`config.mk`:
```
export PLATFORM = sky130hd
export DESIGN_NAME = pkt_tx_gen
export DESIGN_NICKNAME = d
export VERILOG_FILES = /design/src/rtl/xge_pkt_pkg.sv /design/src/rtl/pkt_tx_gen_pattern.sv /design/src/rtl/pkt_tx_gen.sv
export SDC_FILE = /design/constraint.sdc
export NUM_CORES = 1
export LEC_CHECK = 0
export ABC_AREA = 1
export ABC_CLOCK_PERIOD_IN_PS = 2250
export CAP_MARGIN = 20
export CORE_AREA = 2 2 128 130
export DETAILED_ROUTE_END_ITERATION = 12
export DIE_AREA = 0 0 130 132
export PLACE_DENSITY = 0.76
export SYNTH_ARGS = -nofsm -noshare
export SYNTH_HDL_FRONTEND = slang
export SYNTH_SLANG_ARGS = --single-unit
```
`constraint.sdc`:
```
create_clock -name clk_156m25 -period 2.25 [get_ports clk_156m25]
set_input_delay 0.225 -clock clk_156m25 [delete_from_list [all_inputs] [get_ports clk_156m25]]
set_output_delay 0.225 -clock clk_156m25 [all_outputs]
set_load 0.05 [all_outputs]
```
`src/rtl/xge_pkt_pkg.sv`:
```
// xge_pkt_pkg: shared FSM state type, default frame length limits and byte-lane count for the packet generator
package xge_pkt_pkg;
  typedef enum logic [1:0] {IDLE, SEND, GAP} state_t;
  localparam int unsigned MIN_LEN_DEF = 64;
  localparam int unsigned MAX_LEN_DEF = 1518;
  localparam int unsigned LANES = 8;
endpackage

```
`src/rtl/pkt_tx_gen_pattern.sv`:
```
// pkt_tx_gen_pattern: builds one bus word (frame, byte offset, len -> data) where byte k = frame+k and bytes at or past len are zero
module pkt_tx_gen_pattern
  import xge_pkt_pkg::*;
(
  input  logic [7:0]         frame,
  input  logic [10:0]        off,
  input  logic [10:0]        len,
  output logic [8*LANES-1:0] data
);
  for (genvar i = 0; i < LANES; i++) begin : g_lane
    assign data[8*i+:8] = off + 11'(i) < len ? frame + off[7:0] + 8'(i) : 8'd0;
  end
endmodule

```
`src/rtl/pkt_tx_gen.sv`:
```
// pkt_tx_gen: MAC TX burst generator; start/cfg_len/cfg_num/cfg_gap in, pkt_tx_full backpressure in, pkt_tx_data/val/sop/eop/mod bus out, busy/done/sent_cnt status out
module pkt_tx_gen
  import xge_pkt_pkg::*;
#(
  parameter int unsigned MAX_LEN = MAX_LEN_DEF,
  parameter int unsigned MIN_LEN = MIN_LEN_DEF
) (
  input  logic        clk_156m25,
  input  logic        reset_156m25_n,
  input  logic        start,
  input  logic [10:0] cfg_len,
  input  logic [15:0] cfg_num,
  input  logic [7:0]  cfg_gap,
  input  logic        pkt_tx_full,
  output logic [63:0] pkt_tx_data,
  output logic        pkt_tx_val,
  output logic        pkt_tx_sop,
  output logic        pkt_tx_eop,
  output logic [2:0]  pkt_tx_mod,
  output logic        busy,
  output logic        done,
  output logic [15:0] sent_cnt
);
  state_t      state_q, state_d;
  logic [10:0] len_q, len_d;
  logic [15:0] num_q, num_d;
  logic [7:0]  gap_q, gap_d;
  logic [7:0]  gcnt_q, gcnt_d;
  logic [7:0]  word_q, word_d;
  logic [7:0]  frame_q, frame_d;
  logic [15:0] sent_q, sent_d;
  logic        done_q, done_d;
  logic [63:0] data_q, data_d;
  logic        val_q, val_d;
  logic        sop_q, sop_d;
  logic        eop_q, eop_d;
  logic [2:0]  mod_q, mod_d;
  logic [10:0] len_c;
  logic        last;
  logic [63:0] pat;
  assign len_c = cfg_len < 11'(MIN_LEN) ? 11'(MIN_LEN) : cfg_len > 11'(MAX_LEN) ? 11'(MAX_LEN) : cfg_len;
  assign last = {3'd0, word_q} == ((len_q + 11'd7) >> 3) - 11'd1;
  pkt_tx_gen_pattern u_pat (
    .frame(frame_q),
    .off  ({word_q, 3'd0}),
    .len  (len_q),
    .data (pat)
  );
  always_comb begin
    state_d = state_q;
    len_d   = len_q;
    num_d   = num_q;
    gap_d   = gap_q;
    gcnt_d  = gcnt_q;
    word_d  = word_q;
    frame_d = frame_q;
    sent_d  = sent_q;
    done_d  = 1'b0;
    data_d  = '0;
    val_d   = 1'b0;
    sop_d   = 1'b0;
    eop_d   = 1'b0;
    mod_d   = 3'd0;
    if (state_q == IDLE && start) begin
      len_d   = len_c;
      num_d   = cfg_num;
      gap_d   = cfg_gap;
      word_d  = 8'd0;
      frame_d = 8'd0;
      state_d = cfg_num == 16'd0 ? IDLE : SEND;
      done_d  = cfg_num == 16'd0;
    end
    if (state_q == SEND && !pkt_tx_full) begin
      data_d = pat;
      val_d  = 1'b1;
      sop_d  = word_q == 8'd0;
      eop_d  = last;
      mod_d  = last ? len_q[2:0] : 3'd0;
      word_d = last ? 8'd0 : word_q + 8'd1;
      if (last) begin
        sent_d  = sent_q + 16'd1;
        frame_d = frame_q + 8'd1;
        num_d   = num_q - 16'd1;
        gcnt_d  = gap_q;
        state_d = gap_q != 8'd0 ? GAP : num_q != 16'd1 ? SEND : IDLE;
        done_d  = gap_q == 8'd0 && num_q == 16'd1;
      end
    end
    if (state_q == GAP) begin
      gcnt_d = gcnt_q - 8'd1;
      if (gcnt_q == 8'd1) begin
        state_d = num_q != 16'd0 ? SEND : IDLE;
        done_d  = num_q == 16'd0;
      end
    end
  end
  always_ff @(posedge clk_156m25) begin
    if (!reset_156m25_n) begin
      state_q <= IDLE;
      len_q   <= '0;
      num_q   <= '0;
      gap_q   <= '0;
      gcnt_q  <= '0;
      word_q  <= '0;
      frame_q <= '0;
      sent_q  <= '0;
      done_q  <= 1'b0;
      data_q  <= '0;
      val_q   <= 1'b0;
      sop_q   <= 1'b0;
      eop_q   <= 1'b0;
      mod_q   <= '0;
    end else begin
      state_q <= state_d;
      len_q   <= len_d;
      num_q   <= num_d;
      gap_q   <= gap_d;
      gcnt_q  <= gcnt_d;
      word_q  <= word_d;
      frame_q <= frame_d;
      sent_q  <= sent_d;
      done_q  <= done_d;
      data_q  <= data_d;
      val_q   <= val_d;
      sop_q   <= sop_d;
      eop_q   <= eop_d;
      mod_q   <= mod_d;
    end
  end
  assign pkt_tx_data = data_q;
  assign pkt_tx_val  = val_q;
  assign pkt_tx_sop  = sop_q;
  assign pkt_tx_eop  = eop_q;
  assign pkt_tx_mod  = mod_q;
  assign busy        = state_q != IDLE;
  assign done        = done_q;
  assign sent_cnt    = sent_q;
endmodule

```
==> impl_metrics.env, run 1 <==
export IMPL_status="finished with violations"
export IMPL_violations="setup timing"
export IMPL_clk_path_buf_depth=2
export IMPL_rsz0062_at_grt="yes"
export IMPL_max_stage_delay_ns=0.33
export IMPL_clock_root_buffer="clkbuf_16"
export IMPL_max_slew_margin_rel=0.619
export IMPL_synth_simple_area_share=0.289
export IMPL_drc=0
export IMPL_hpwlAfterDp_um=14900
export IMPL_synth_edff_count=0
export IMPL_cp_arrival_ns=2.79
export IMPL_io_pins=127
export IMPL_final_antenna_net_count=0
export IMPL_irDropWorstVdd_mv=0.464
export IMPL_grt_usage=0.243
export IMPL_path_max_fanout=11
export IMPL_rr_endpoint="done"
export IMPL_cp_required_ns=2.63
export IMPL_clk_insertion_delay_late_ns=0.43
export IMPL_die_y_um=132
export IMPL_synth_main_ff_cell="dfxtp_1"
export IMPL_synth_compound_area_share=0.130
export IMPL_fin_setup_tns_ns=-5.55
export IMPL_whs_path_depth=3
export IMPL_antenna_found_initial=0
export IMPL_synth_warnings=0
export IMPL_grt_pass1_wl_um=33400
export IMPL_crit_path_end="done"
export IMPL_setup_slack_ns=-0.156
export IMPL_fin_nets=1325
export IMPL_worst_hold_slack_ns=0.394
export IMPL_areaGrowthSynthToFinish_pct=41.0
export IMPL_fin_crit_sh=1.07
export IMPL_hold_viol=0
export IMPL_critical_path_class="register to register"
export IMPL_switching_share=0.281
export IMPL_synth_area_um2=7480
export IMPL_slew_viol_final=0
export IMPL_worstRegToRegCells=18
export IMPL_internal_power_uw=4810
export IMPL_cp_startpoint="len_q[1]"
export IMPL_slowest_stage="dfxtp_2"
export IMPL_yosys_area_share_adder=0.0528
export IMPL_avgSynthCellArea_um2=7.18
export IMPL_pwr_share_clk=0.437
export IMPL_first_global_vias=6985
export IMPL_r2r_start="len_q[1]"
export IMPL_drive_gt1_frac=0.177
export IMPL_synth_mux_area_frac=0
export IMPL_drt_pass1_iter_count=5
export IMPL_seqPwrFrac=0.410
export IMPL_p_comb_frac=0.153
export IMPL_met3_usage=0.0524
export IMPL_cts_hold_buffers_added=0
export IMPL_finClkSkew_ns=0.00902
export IMPL_yosys_register_bits=148
export IMPL_top_usage_layer="met2"
export IMPL_htree_levels=4
export IMPL_ys_types=45
export IMPL_clkTransAtPathRegs_ns=0.06
export IMPL_num_vias=7559
export IMPL_core_area_um2=15700
export IMPL_synth_nets=1112
export IMPL_drv_cap=0
export IMPL_routed_wl_um=21400
export IMPL_synth_xor_area_frac=0.0533
export IMPL_start_kind="register"
export IMPL_dp_cells=1437
export IMPL_clock_sinks=148
export IMPL_place_gp_congestion=0.912
export IMPL_met1_usage=0.316
export IMPL_gr_total_overflow=0
export IMPL_vias_per_cell=5.09
export IMPL_cellPowerDensity_nw_per_um2=634
export IMPL_routedWlPerCell_um=14.4
export IMPL_die_area_um2=17200
export IMPL_synthArstFlopShare=0
export IMPL_path_cells="nor2_4 -> nand2_4 -> nand2_4 -> nand2_1 -> nand2_2 -> ha_4 -> xor2_1 -> nand3_1 -> nor2_1 -> nand2_1 -> nor2_4 -> nand2_2 -> nor2_4 -> buf_12 -> nand3_1 -> nand3_1 -> nand2_1 -> inv_1"
export IMPL_grt_start_max_net_pins=39
export IMPL_layout_cells_non_filler=1484
export IMPL_start_util=0.476
export IMPL_crit_path_end_kind="register"
export IMPL_numCtsBuffers=17
export IMPL_dr_first_iter_drc_count=559
export IMPL_n_antenna_cell=0
export IMPL_tightest_slew_ns=0.566
export IMPL_die_w_um=130
export IMPL_rrSetupSlack_ns=-0.16
export IMPL_yosysSeqAreaShare=0.396
export IMPL_placementRows=46
export IMPL_power_switching_uw=1880
export IMPL_period_minus_slack_ns=2.41
export IMPL_synthCells=1042
export IMPL_met2_usage=0.400
export IMPL_setup_violations=53
export IMPL_hp_class="primary input to register"
export IMPL_fmax_mhz=416
export IMPL_synth_top_family_by_area="simple AND/OR/NAND/NOR gates"
export IMPL_io_buffers=126
export IMPL_cts_tree="built"
export IMPL_leakage_uw=0.00439
-- worst max-delay path, delay by kind of cell (launching register included) --
| family | cells | cell delay (ns) |
|---|---|---|
| flip-flops | 1 | 0.33 |
| AND/OR/NAND/NOR | 14 | 1.44 |
| XOR/XNOR | 1 | 0.15 |
| adder cells (fa/ha/maj) | 1 | 0.19 |
| buffers and inverters | 2 | 0.22 |
-- power groups by stage --
stage / registers (µW) / logic, µW / clock network, µW
floorplan: 2830 / 548 / 0
global placement: 2800 / 900 / 0
detailed placement: 2800 / 912 / 0
CTS: 2740 / 962 / 2940
global route: 2750 / 1120 / 3060
finish: 2750 / 1020 / 2920
-- routing by layer --
layer  vias to the layer above  part of all wire
met1                      3429              0.44
met3                        46             0.055
li1                       3823                 -
met2                       261              0.48
met5                         -                 0
met4                         0             0.026
-- registers in the layout (all words and copies together), names as in the netlist --
name / cells
pkt_tx_data: 64
num_q: 16
sent_cnt: 16
len_q: 11
frame_q: 8
gap_q: 8
gcnt_q: 8
word_q: 8
pkt_tx_mod: 3
state_q: 2
done: 1
pkt_tx_eop: 1
pkt_tx_sop: 1
pkt_tx_val: 1
-- cells in the mapped netlist, types with 6 or more instances --
cell type / instances / area (µm²)
o21ai_0: 52 / 260
inv_1: 115 / 432
nand2_2: 11 / 68.8
nor2_1: 136 / 510
a21oi_1: 83 / 415
dfxtp_1: 148 / 2960
o21ai_1: 12 / 60.1
nand4_1: 19 / 119
clkbuf_1: 16 / 60.1
ha_1: 30 / 375
or2_2: 14 / 87.6
o22ai_1: 13 / 81.3
xor2_1: 31 / 272
nand3_1: 60 / 300
nor4_1: 6 / 37.5
xnor2_1: 12 / 105
nand2_1: 211 / 792
nor2_2: 7 / 43.8
nor3_1: 16 / 80.1
-- through the flow --
step                instance area (µm²)  worst slack, ns   util  total power [µW]
floorplan                          7510          -0.0282      -              3380
global placement                   9530           -0.112  0.607              3700
detailed placement                 9530           -0.153  0.607              3710
CTS                               10300          -0.0653  0.656              6640
global route                      10600           -0.362  0.672              6930
finish                            10600           -0.156  0.672              6690
-- worst min path at each step --
stage	start	endpoint	slack, ns
final	cfg_num[7]	num_q[7]	0.39
after global routing	cfg_num[11]	num_q[11]	0.42
after CTS	cfg_num[7]	num_q[7]	0.39
after detailed placement	gap_q[3]	gap_q[3]	0.47
after global placement	gap_q[4]	gap_q[4]	0.46
after floorplan	cfg_len[2]	len_q[2]	0.37
-- final cells by class --
type / instances / area, µm²
repair buffers: 221 / 2130
multi-input cells: 748 / 4130
inverters: 119 / 447
flip-flops and latches: 148 / 2980
clock buffers: 18 / 439
clock inverters: 14 / 164
fillers: 1299 / 5160
well taps: 216 / 270
-- kinds of logic after synthesis --
| kind of cell | after synthesis |
|---|---|
| buffers and inverters | 146 |
| DFF | 148 |
| xor gates and xnor gates | 44 |
| AOI/OAI and AO/OA | 181 |
| and+or+nand+nor | 492 |
| adders and majority gates | 31 |
-- timing repair --
action	4_1_cts	5_1_grt
resized for setup	25	45
endpoints found under the setup margin	60	104
pin swaps	4	18
gates cloned	2	2
buffers inserted	4	7
-- placed cells by master (no fill, tap or decap), drive strengths merged, types with 18 or more instances in the layout --
cell / Yosys / final
a21oi: 83 / 83
buf: 11 / 92
clkbuf: 16 / 20
clkdlybuf4s50: 0 / 126
dfxtp: 148 / 148
ha: 30 / 30
inv: 118 / 126
nand2: 223 / 223
nand3: 61 / 61
nand4: 19 / 19
nor2: 148 / 148
nor3: 18 / 18
o21ai: 65 / 65
xor2: 31 / 31
Note: power is estimated with default switching activity, not from simulation.
==> run 2, diff against run 1 <==
- CORE_AREA: 2 2 128 130 -> 2 2 150 152
- DIE_AREA: 0 0 130 132 -> 0 0 152 154
- MAX_ROUTING_LAYER: default -> met4
- PLACE_DENSITY: 0.76 -> 0.77
- SYNTH_HIERARCHICAL: default -> 1
==> run 2 against run 1 <==
Against the previous run:
- the flow still finishes with violations (setup timing)
- register-to-register slack gained 0.03 ns
- sequential share of layout area down 8.1 points
- largest power group unchanged
- sequential cell count unchanged
- final cell count increased by 49%
- clock skew is 0.0098 ns higher
==> impl_metrics.env, run 2 <==
export IMPL_synth_area_leader_cell="dfxtp_1"
export IMPL_design_area_um2=14900
export IMPL_hpwlAfterDp_um=23300
export IMPL_utilization=0.685
export IMPL_max_slew_margin_rel=0.596
export IMPL_fin_crit_sh=1.06
export IMPL_place_gp_congestion=0.913
export IMPL_drt_pass1_iter_count=5
export IMPL_slew_viol_final=0
export IMPL_start_kind="register"
export IMPL_synthTopCellsByCount="nand2_1 (321), inv_1 (236), nor2_1 (236)"
export IMPL_top_usage_layer="met2"
export IMPL_die_area_um2=23400
export IMPL_synth_top_area_frac=0.266
export IMPL_die_y_um=154
export IMPL_clkTransAtPathRegs_ns=0.07
export IMPL_clk_insertion_delay_late_ns=0.43
export IMPL_setup_violations=53
export IMPL_gr_total_overflow=0
export IMPL_drive_gt1_frac=0.176
export IMPL_synth_edff_count=0
export IMPL_period_minus_slack_ns=2.37
export IMPL_drc=0
export IMPL_synth_main_ff_cell="dfxtp_1"
export IMPL_violations="setup timing"
export IMPL_cellPowerDensity_nw_per_um2=526
export IMPL_path_max_fanout=7
export IMPL_clock_root_buffer="clkbuf_16"
export IMPL_grt_pass1_wl_um=51300
export IMPL_power_uw=7810
export IMPL_setup_slack_ns=-0.124
export IMPL_cts_tree="built"
export IMPL_rsz0062_at_grt="yes"
export IMPL_hold_viol=0
export IMPL_critical_path_class="register to register"
export IMPL_place_area_um2=13600
export IMPL_routed_wl_um=31500
export IMPL_die_w_um=152
export IMPL_num_vias=11557
export IMPL_first_global_vias=10778
export IMPL_placementRows=54
export IMPL_avgSynthCellArea_um2=6.74
export IMPL_pre_cts_ws_ns=-0.216
export IMPL_final_cell_mix="nand2_1 (298), nor2_1 (230), inv_1 (226), dfxtp_1 (133), clkdlybuf4s50_1 (126)"
export IMPL_vias_per_cell=5.23
export IMPL_clk_path_buf_depth=2
export IMPL_routedWlPerCell_um=14.3
export IMPL_crit_path_end_kind="register"
export IMPL_leakage_uw=0.00680
export IMPL_numCtsBuffers=17
export IMPL_antenna_found_initial=0
export IMPL_final_common_cell="nand2_1"
export IMPL_grt_usage=0.272
export IMPL_clock_sinks=148
export IMPL_yosysSeqAreaShare=0.266
export IMPL_drv_cap=0
export IMPL_synthArstFlopShare=0
export IMPL_synthCells=1654
export IMPL_status="finished with violations"
export IMPL_tightest_slew_ns=0.603
export IMPL_synth_area_um2=11100
export IMPL_synth_warnings=6
export IMPL_met2_usage=0.467
export IMPL_yosys_register_bits=148
export IMPL_met1_usage=0.329
export IMPL_finClkSkew_ns=0.0189
export IMPL_core_area_um2=21700
export IMPL_ys_types=51
export IMPL_n_antenna_cell=0
export IMPL_cts_hold_buffers_added=0
export IMPL_fmax_mhz=421
export IMPL_met3_usage=0.0403
export IMPL_fin_nets=2069
export IMPL_cp_arrival_ns=2.69
export IMPL_largest_register_ffs=64
export IMPL_irDropWorstVdd_mv=0.578
export IMPL_areaGrowthSynthToFinish_pct=33.3
export IMPL_synthTopCellsByArea="dfxtp_1 (27%), ha_1 (13%), nand2_1 (11%)"
export IMPL_grt_start_max_net_pins=52
export IMPL_yosysMostFrequentCell="nand2_1"
export IMPL_start_util=0.514
export IMPL_io_pins=127
export IMPL_htree_levels=4
export IMPL_io_buffers=126
export IMPL_cp_required_ns=2.57
export IMPL_final_antenna_net_count=0
export IMPL_hp_class="primary input to register"
export IMPL_dr_first_iter_drc_count=879
run 2: cell count changes in the layout (fill, tap and decap cells not counted), sizes merged, moves of 8 or more:
cell,change
a21oi,+26
buf,+37
conb,+31
ha,+82
inv,+123
nand2,+121
nand3,+33
nand4,+11
nor2,+113
nor3,+12
nor4,+8
o21ai,+21
or2,-13
xor2,+51
run 2: cells by family after synthesis:
family	count (synthesis)	share of synthesized area
buffers and inverters	291	0.105
xor gates and xnor gates	96	0.0754
and+or+nand+nor	781	0.317
adders and majority gates	113	0.127
AOI/OAI and AO/OA	221	0.106
other	1	0.000336
muxes	3	0.00269
DFF	148	0.266
run 2: layout make-up:
cell class / instances / area (µm²)
clock buffers: 17 / 425
clock inverters: 15 / 183
fillers: 1742 / 6830
inverters: 250 / 973
multi-input cells: 1245 / 7500
flip-flops and latches: 148 / 2990
well taps: 280 / 350
repair buffers: 255 / 2440
run 2: final timing paths:
path | from | to | slack, ns | cells past startpoint
max | len_q[1] | sent_cnt[0] | -0.12 | 16
min reg2reg | gap_q[3] | gap_q[3] | 0.48 | 2
max reg2reg | len_q[1] | sent_cnt[0] | -0.12 | 16
min | cfg_len[0] | len_q[0] | 0.41 | 3
run 2: repair_timing:
item | CTS | global route
gates resized for setup | 21 | 111
pin swaps | 11 | 23
cloned | 0 | 0
setup endpoints to repair | 63 | 127
setup buffers | 3 | 17
run 2: per-stage QoR:
stage / cells / hold WS (ns) / TNS (ns)
after global routing: 2210 / 0.425 / -12.41
after floorplan: 1684 / 0.370 / -1.19
after detailed placement: 2159 / 0.469 / -8.61
after CTS: 2194 / 0.403 / -4.77
final: 2210 / 0.413 / -3.82
after global placement: 2159 / 0.458 / -4.87
run 2: routing by layer:
layer	up-vias	share of wire	wire length (µm)
met4	0	0.026	813
met2	375	0.50	15600
met5	-	0	0
met1	5307	0.43	13400
li1	5798	-	-
met3	77	0.051	1620
run 2: report_power, final:
part	internal (µW)	switching, µW	leakage, µW
Clock	1510	1380	0.000291
Combinational	859	1310	0.00530
Sequential	2700	62.6	0.00121
Total	5060	2750	0.00680
run 2: critical path, stage by stage, from the launching register on:
cell and delay, ns:
dfxtp_2 0.33, nor2_4 0.14, nand2_4 0.08, nand2_4 0.09, nand2_2 0.05, nand2_2 0.09, ha_4 0.21, xnor2_2 0.13
a21oi_2 0.12, nand3_2 0.12, nor2_4 0.16, nand3_2 0.09, nor2_4 0.13, nand2_4 0.13, buf_12 0.17, o21ai_0 0.16
a21oi_1 0.06
==> run 3, diff against run 2 <==
- ABC_CLOCK_PERIOD_IN_PS: 2250 -> default
- SLEW_MARGIN: default -> 30
==> results of run 3 <==
No change in the layout: final DEF, timing and power equal those of run 2.
